File: config.mk
export PLATFORM = sky130hd
export DESIGN_NAME = clk_en_gen
export DESIGN_NICKNAME = d
export VERILOG_FILES = /design/src/rtl/clk_en_gen_pkg.sv /design/src/rtl/clk_en_gen_ch.sv /design/src/rtl/clk_en_gen.sv
export SDC_FILE = /design/constraint.sdc
export NUM_CORES = 1
export LEC_CHECK = 0
export CORE_ASPECT_RATIO = 0.9
export CORE_MARGIN = 3
export CORE_UTILIZATION = 29
export CTS_BUF_LIST = sky130_fd_sc_hd__clkbuf_4
export CTS_CLUSTER_DIAMETER = 80
export DETAILED_ROUTE_END_ITERATION = 10
export SLEW_MARGIN = 20
export SYNTH_ARGS = -nofsm -noshare
export SYNTH_HDL_FRONTEND = slang
export SYNTH_SLANG_ARGS = --single-unit
File: constraint.sdc
create_clock -name clk -period 2.7 [get_ports clk]
set_input_delay 0.54 -clock clk [delete_from_list [all_inputs] [get_ports clk]]
set_output_delay 0.54 -clock clk [all_outputs]
set_load 0.02 [all_outputs]
File: src/rtl/clk_en_gen_pkg.sv
// Shared defaults and the per-channel configuration record for the clock-enable generator.
// The record's divisor field is sized by DIV_W_DEF, so the top-level DIV_W must track it.
package clk_en_gen_pkg;

  localparam int NUM_CH_DEF = 3;
  localparam int DIV_W_DEF  = 8;
  localparam int CH_W_DEF   = 2;

  typedef struct packed {
    logic                 en;
    logic [DIV_W_DEF-1:0] div;
  } ch_cfg_t;

  // A programmed half-period of zero behaves exactly like a half-period of one.
  function automatic logic [DIV_W_DEF-1:0] effDiv(input logic [DIV_W_DEF-1:0] div);
    return (div == '0) ? DIV_W_DEF'(1) : div;
  endfunction

endpackage

File: src/rtl/clk_en_gen_ch.sv
// One divided-clock channel: a half-period counter, a level register and a
// shadow configuration that is only applied at a full-period boundary or on sync.
module clk_en_ch
  import clk_en_gen_pkg::*;
#(
  parameter int DIV_W = DIV_W_DEF
) (
  input  logic             clk,
  input  logic             rst_n,
  input  logic             wr_i,
  input  logic [DIV_W-1:0] wr_div_i,
  input  logic             wr_en_i,
  input  logic             sync_i,
  output logic             div_clk_o,
  output logic             tick_o,
  output logic             pending_o
);

  ch_cfg_t          actCfg_q,   actCfg_d;
  ch_cfg_t          pendCfg_q,  pendCfg_d;
  logic             pendFlag_q, pendFlag_d;
  logic [DIV_W-1:0] cnt_q,      cnt_d;
  logic             level_q,    level_d;
  logic             tick_q,     tick_d;

  ch_cfg_t          wrCfg;
  logic [DIV_W-1:0] halfPeriod;
  logic             boundary;

  assign wrCfg      = '{en: wr_en_i, div: wr_div_i};
  assign halfPeriod = effDiv(actCfg_q.div);
  assign boundary   = actCfg_q.en && (cnt_q == halfPeriod - DIV_W'(1));

  // Sync wins over normal counting; a write arriving with sync bypasses the shadow.
  // Otherwise a boundary falling edge applies the older shadow value before the
  // same-cycle write refills it, so the newer write stays pending.
  always_comb begin
    actCfg_d   = actCfg_q;
    pendCfg_d  = pendCfg_q;
    pendFlag_d = pendFlag_q;
    cnt_d      = cnt_q;
    level_d    = level_q;
    tick_d     = 1'b0;

    if (sync_i) begin
      cnt_d   = '0;
      level_d = 1'b0;
      if (wr_i) begin
        actCfg_d   = wrCfg;
        pendFlag_d = 1'b0;
      end else if (pendFlag_q) begin
        actCfg_d   = pendCfg_q;
        pendFlag_d = 1'b0;
      end
    end else begin
      if (boundary) begin
        cnt_d   = '0;
        level_d = ~level_q;
        tick_d  = 1'b1;
        if (level_q && pendFlag_q) begin
          actCfg_d   = pendCfg_q;
          pendFlag_d = 1'b0;
        end
      end else if (actCfg_q.en) begin
        cnt_d = cnt_q + DIV_W'(1);
      end

      if (wr_i) begin
        if (!actCfg_q.en) begin
          actCfg_d   = wrCfg;
          cnt_d      = '0;
          level_d    = 1'b0;
          pendFlag_d = 1'b0;
        end else begin
          pendCfg_d  = wrCfg;
          pendFlag_d = 1'b1;
        end
      end
    end
  end

  always_ff @(posedge clk) begin
    if (!rst_n) begin
      actCfg_q   <= '{en: 1'b0, div: DIV_W'(1)};
      pendCfg_q  <= '{en: 1'b0, div: DIV_W'(1)};
      pendFlag_q <= 1'b0;
      cnt_q      <= '0;
      level_q    <= 1'b0;
      tick_q     <= 1'b0;
    end else begin
      actCfg_q   <= actCfg_d;
      pendCfg_q  <= pendCfg_d;
      pendFlag_q <= pendFlag_d;
      cnt_q      <= cnt_d;
      level_q    <= level_d;
      tick_q     <= tick_d;
    end
  end

  assign div_clk_o = level_q;
  assign tick_o    = tick_q;
  assign pending_o = pendFlag_q;

endmodule

File: src/rtl/clk_en_gen.sv
// Multi-channel divided-clock generator: decodes configuration writes to one
// channel each and fans the global sync out to every channel.
module clk_en_gen
  import clk_en_gen_pkg::*;
#(
  parameter int NUM_CH = NUM_CH_DEF,
  parameter int DIV_W  = DIV_W_DEF,
  parameter int CH_W   = CH_W_DEF
) (
  input  logic              clk,
  input  logic              rst_n,
  input  logic              cfg_wr,
  input  logic [CH_W-1:0]   cfg_ch,
  input  logic [DIV_W-1:0]  cfg_div,
  input  logic              cfg_en,
  input  logic              sync_all,
  output logic [NUM_CH-1:0] div_clk,
  output logic [NUM_CH-1:0] tick,
  output logic [NUM_CH-1:0] pending
);

  // Writes to a channel index with no instance simply match nothing.
  for (genvar i = 0; i < NUM_CH; i++) begin : g_ch
    logic chWr;
    assign chWr = cfg_wr && (cfg_ch == CH_W'(i));

    clk_en_ch #(
      .DIV_W(DIV_W)
    ) u_ch (
      .clk      (clk),
      .rst_n    (rst_n),
      .wr_i     (chWr),
      .wr_div_i (cfg_div),
      .wr_en_i  (cfg_en),
      .sync_i   (sync_all),
      .div_clk_o(div_clk[i]),
      .tick_o   (tick[i]),
      .pending_o(pending[i])
    );
  end

endmodule

==> results of run 1 <==
## metal layers
layer / track usage (%) / wire length (um) / share of wire (%) / up-vias
li1: - / - / - / 2335
met1: 19.9 / 7080 / 52 / 2137
met2: 21.4 / 5970 / 44 / 77
met3: 3.10 / 433 / 3.2 / 12
met4: 4.09 / 155 / 1.1 / 0
met5: 0 / 0 / 0 / -
## cell usage after synthesis, types with 3 or more instances
cell / n
nor4_2: 3
and3_1: 5
nor3_1: 28
mux2_2: 7
nor3b_1: 3
o211ai_1: 20
mux2i_1: 40
a21oi_1: 32
clkbuf_1: 26
or3_1: 3
buf_1: 3
nor2b_1: 26
o31ai_1: 3
nor4_1: 3
nand3_1: 17
nand2_1: 39
xnor2_1: 20
nand4_1: 24
buf_4: 9
o21ai_0: 26
a211o_1: 4
nor2_1: 59
nand3b_1: 15
a31oi_1: 6
nand2b_1: 3
and2_1: 7
o221ai_1: 9
inv_1: 12
xor2_1: 27
and4_1: 3
ha_1: 6
dfxtp_1: 87
## cell families (layout without fill, tap and decap cells)
group,Yosys count,in the layout,share of synthesized area (%)
buffers and inverters,54,106,4.87
xor gates and xnor gates,48,48,8.21
other,0,1,0
AOI/OAI and AO/OA,121,121,15.3
DFF,87,87,33.4
muxes,48,48,9.41
and+or+nand+nor,255,255,27.3
adders and majority gates,6,6,1.44
## worst paths after layout
path                                  start  depth (start not counted)  slack (ns)                       end
hold reg to reg   g_ch[2].u_ch.pendCfg_q[1]                          2        0.51  g_ch[2].u_ch.actCfg_q[1]
setup / recovery   g_ch[0].u_ch.actCfg_q[0]                          6         0.1  g_ch[0].u_ch.actCfg_q[0]
hold / removal    g_ch[2].u_ch.pendCfg_q[1]                          2        0.51  g_ch[2].u_ch.actCfg_q[1]
setup reg to reg   g_ch[0].u_ch.actCfg_q[0]                          6         0.1  g_ch[0].u_ch.actCfg_q[0]
## through the flow
stage                     util (%)  total power, mW  cell area [um2]  hold slack [ns]
after floorplan                  -             1.71             5230            0.458
after global placement        34.7             1.90             5970            0.487
after detailed placement      34.7             1.91             5970            0.495
after CTS                     35.6             2.76             6130            0.510
after global routing          35.9             2.89             6190            0.532
final                         35.9             2.75             6190            0.509
## layout make-up
type                       instances  area (um2)
antenna                            1        2.50
clock buffer                      11        82.6
clock inverter                     5        72.6
fill                            1812       11000
inverter                          12        45.0
multi-input combinational        478        3280
sequential                        87        1740
tap                              235         294
timing repair buffer              78         672
## registers in the layout, summed over array words and instances (netlist names)
signal               flops
g_ch.u_ch.actCfg_q      27
g_ch.u_ch.div_clk_o      3
g_ch.u_ch.pending_o      3
g_ch.u_ch.tick_o         3
g_ch.u_ch.cnt_q         24
g_ch.u_ch.pendCfg_q     27
## repair_timing
| action | 4_1_cts | 5_1_grt |
|---|---|---|
| hold endpoints to repair | 0 | 0 |
| gates resized for setup | 0 | 11 |
| setup endpoints to repair | 0 | 53 |
| buffers inserted | 0 | 1 |
## worst register-to-register path, stage by stage (launching register included)
cell      delay [ns]
dfxtp_1         0.39
or4_1           0.55
or3_1           0.38
xnor2_2         0.18
or4_4           0.64
o211ai_1        0.24
nand3_1         0.11
## power breakdown
group	internal (mW)	switching, mW	leakage [nW]	total [mW]
Sequential	1.32	0.0386	0.707	1.36
Combinational	0.237	0.308	1.40	0.545
Clock	0.389	0.457	0.0859	0.846
Total	1.95	0.803	2.19	2.75
==> impl_metrics.ini, run 1 <==
[yosys]
yosysTopAreaCellShare_pct = 33.4
synthDistinctLibCells = 64
synth_area_per_cell_um2 = 8.42
synth_edf_count = 0
synth_nets = 640
synthArstFlopShare_pct = 0
synth_ff_type = dfxtp_1
yosysWarnings = 0
yosysTopAreaCell = dfxtp_1
synth_seq_cells = 87
yosys-top-cells-area = dfxtp_1 (33%), mux2i_1 (7.7%), xor2_1 (4.5%), nor2_1 (4.2%), xnor2_1 (3.4%)
syn-cell-area_mm2 = 0.00521
ys_seq_area_share_pct = 33.4
postSynthCellCount = 619

[floorplanning]
die_h_um = 133
start_util_pct = 30.3
core_mm2 = 0.0172
pin_count = 24
die_w_um = 147
rows = 45
design.die.area_mm2 = 0.0196

[pwr]
vdd_drop_max_v = 0.000229
power_density_mw_per_mm2 = 445
power.leakage_nw = 2.19

[sta]
finalWorstSetupSlack_ns = 0.0970
min_period_ns = 2.60
hold_viol = 0
setup_viol = 0
period_share_pct = 96.4
timing.slew.headroom_pct = 24.8
finalSetupTns_ns = 0
slew_violations = 0
rsz0062_at_grt = no
max_freq_mhz = 384
finalClockSkew_ns = 0.0172
worst_pin_slew_ns = 1.12

[worst_hold_path]
hp-class = reg -> reg

[clock_tree]
cts_tree = done
holdBufCountCts = 0
clock_latency_ns = 0.47
numCtsBuffers = 9
cts.sinks = 87
cts_buffer_depth = 2
htreeDepth = 3
cts-root-buf = clkbuf_4
clk_pin_slew_ns = 0.14

[finish]
final_common_cell = dfxtp_1
finalNetCount = 687
drive_above_1_share_pct = 15.4
finalNonFillerCells = 907
syn2layout_area_growth_pct = 18.7
final_cell_mix = dfxtp_1 (86), nor2_1 (59), buf_4 (52)

[placed_design]
hpwlAfterDp_um = 9980
portBuffers = 23
dp.cells = 889
pre_cts_ws_ns = 0.0239
gp_congestion = 0.798

[worst_setup_path]
required_ns = 3.07
path_cells = or4_1 -> or3_1 -> xnor2_2 -> or4_4 -> o211ai_1 -> nand3_1
cpMaxStageDelayCell = or4_4
cp_num_buf_inv = 0
max_stage_delay_ns = 0.64
path_max_fanout = 11
cp-start-kind = flop
crit_family = simple AND/OR/NAND/NOR gates
worstSetupPathType = reg -> reg
end_kind = flop
arrival_ns = 2.97

[flow_run]
max-cap-violations = 0

[outcome]
outcome = complete, no violations

[grt]
grt_max_degree = 43
grt_pass1_vias = 4295
grt_overflow = 0
antenna_found_initial = 1
grt.total_usage_pct = 14.0
grt_pass1_wl_um = 22400

[routing]
drtIter0Drc = 330
route.vias.total = 4561
avgRoutedWirePerCell_um = 15.0
drc = 0
viasPerCell = 5.03
drtPass1Iterations = 7
ant_nets = 0
routed_wl_um = 13600
(Power assumes the default switching activity.)
==> run 2: changes to the inputs <==
- CORE_UTILIZATION: 29 -> 57
- PLACE_DENSITY: not set -> 0.79
==> impl_metrics.ini, run 2 (synthesis results as in run 1) <==
[finish]
final_common_cell = dfxtp_1
final_cell_mix = dfxtp_1 (84), nor2_1 (59), mux2i_1 (40)
diodes = 0
finalNetCount = 674
utilization_pct = 68.0
syn2layout_area_growth_pct = 13.8
top_regs = g_ch.u_ch.actCfg_q: 27 flops, g_ch.u_ch.pendCfg_q: 27 flops, g_ch.u_ch.cnt_q: 24 flops
drive_above_1_share_pct = 13.9

[floorplanning]
die_h_um = 96.7
rows = 32
core_mm2 = 0.00873
design.die.area_mm2 = 0.0103
start_util_pct = 59.7
die_w_um = 107
pin_count = 24

[placed_design]
hpwlAfterDp_um = 9480
gp_congestion = 0.895
portBuffers = 23

[clock_tree]
clock_latency_ns = 0.45
cts_buffer_depth = 2
cts-root-buf = clkbuf_4
holdBufCountCts = 0
htreeDepth = 3
clk_pin_slew_ns = 0.13
numCtsBuffers = 9
cts.sinks = 87
cts_tree = done

[pwr]
total_power_mw = 2.70
power.leakage_nw = 2.11
vdd_drop_max_v = 0.000422
power_density_mw_per_mm2 = 455

[grt]
grt.total_usage_pct = 25.3
grt_pass1_wl_um = 21700
grt_pass1_vias = 4582
antenna_found_initial = 0
grt_overflow = 0
grt_max_degree = 43

[worst_setup_path]
required_ns = 3.04
max_stage_delay_ns = 0.66
cp-start-kind = flop
worstSetupPathType = reg -> reg
path_max_fanout = 11
path_cells = nor4_4 -> a21oi_2 -> ha_1 -> xor2_1 -> o2111ai_1 -> or4_4 -> o21ai_4 -> nor2_1
arrival_ns = 2.90
end_kind = flop
cpMaxStageDelayCell = or4_4

[sta]
min_period_ns = 2.56
hold_viol = 0
worst_pin_slew_ns = 1.08
period_share_pct = 94.7
timing.slew.headroom_pct = 28.0
finalClockSkew_ns = 0.0125
max_freq_mhz = 391
setup_viol = 0
slew_violations = 0
whs_ns = 0.509
rsz0062_at_grt = yes

[routing]
routed_wl_um = 13000
drc = 0
top_layer = met4
route.vias.total = 4733
route.met2.wl_um = 6330
drtIter0Drc = 256
wl_met1_um = 5590
ant_nets = 0
wl_met3_um = 795
viasPerCell = 6.11
avgRoutedWirePerCell_um = 16.8
drtPass1Iterations = 4

[worst_hold_path]
hp-class = reg -> reg

[outcome]
outcome = complete, no violations

[flow_run]
max-cap-violations = 0
[run 2: area by class of cell]
type                            count  area (um2)
Tap cell                          119         149
Sequential cell                    87        1750
Fill cell                         721        2790
Timing Repair Buffer               65         566
Inverter                           12        45.0
Multi-Input combinational cell    478        3280
Clock inverter                      4        72.6
Clock buffer                       10        75.1
[run 2: per-stage QoR]
| step | area [um2] | worst slack (ns) | instances | TNS [ns] |
|---|---|---|---|---|
| CTS | 5870 | 0.00886 | 773 | 0 |
| floorplan | 5230 | 0.0260 | 619 | 0 |
| global route | 5930 | -0.0112 | 775 | -0.0307 |
| global placement | 5690 | 0.0222 | 758 | 0 |
| detailed placement | 5690 | -0.0493 | 758 | -0.547 |
| finish | 5930 | 0.143 | 775 | 0 |
[run 2: routing by layer]
layer | global-route usage [%] | vias to the layer above
met5 | 0 | -
met4 | 7.37 | 0
met3 | 6.14 | 31
met2 | 42.0 | 128
met1 | 32.7 | 2269
li1 | - | 2305
[run 2: critical path, delay by kind of cell (launching register included)]
kind | cells | cell delay (ns)
flops | 1 | 0.36
simple gates | 3 | 1.08
xor+xnor | 1 | 0.13
compound gates | 3 | 0.56
fa+ha+maj | 1 | 0.32
[run 2: final timing paths]
kind                                            endpoint  cells after the start  slack, ns                       from
worst min register to register  g_ch[0].u_ch.actCfg_q[3]                      2       0.51  g_ch[0].u_ch.pendCfg_q[3]
worst max-delay path               g_ch[0].u_ch.cnt_q[0]                      8       0.14   g_ch[0].u_ch.actCfg_q[6]
worst min-delay path            g_ch[0].u_ch.actCfg_q[3]                      2       0.51  g_ch[0].u_ch.pendCfg_q[3]
worst max register to register     g_ch[0].u_ch.cnt_q[0]                      8       0.14   g_ch[0].u_ch.actCfg_q[6]
[run 2: timing repair]
item	CTS	global route
pin swaps	1	7
endpoints found under the setup margin	22	45
gates resized for setup	4	10
hold endpoints to repair	0	0
buffers inserted	1	2
cloned	0	0
[run 2: power breakdown]
part	total, mW	internal, mW	switching, mW	leakage, nW
Sequential	1.37	1.32	0.0449	0.708
Combinational	0.528	0.228	0.300	1.33
Clock	0.804	0.375	0.429	0.0783
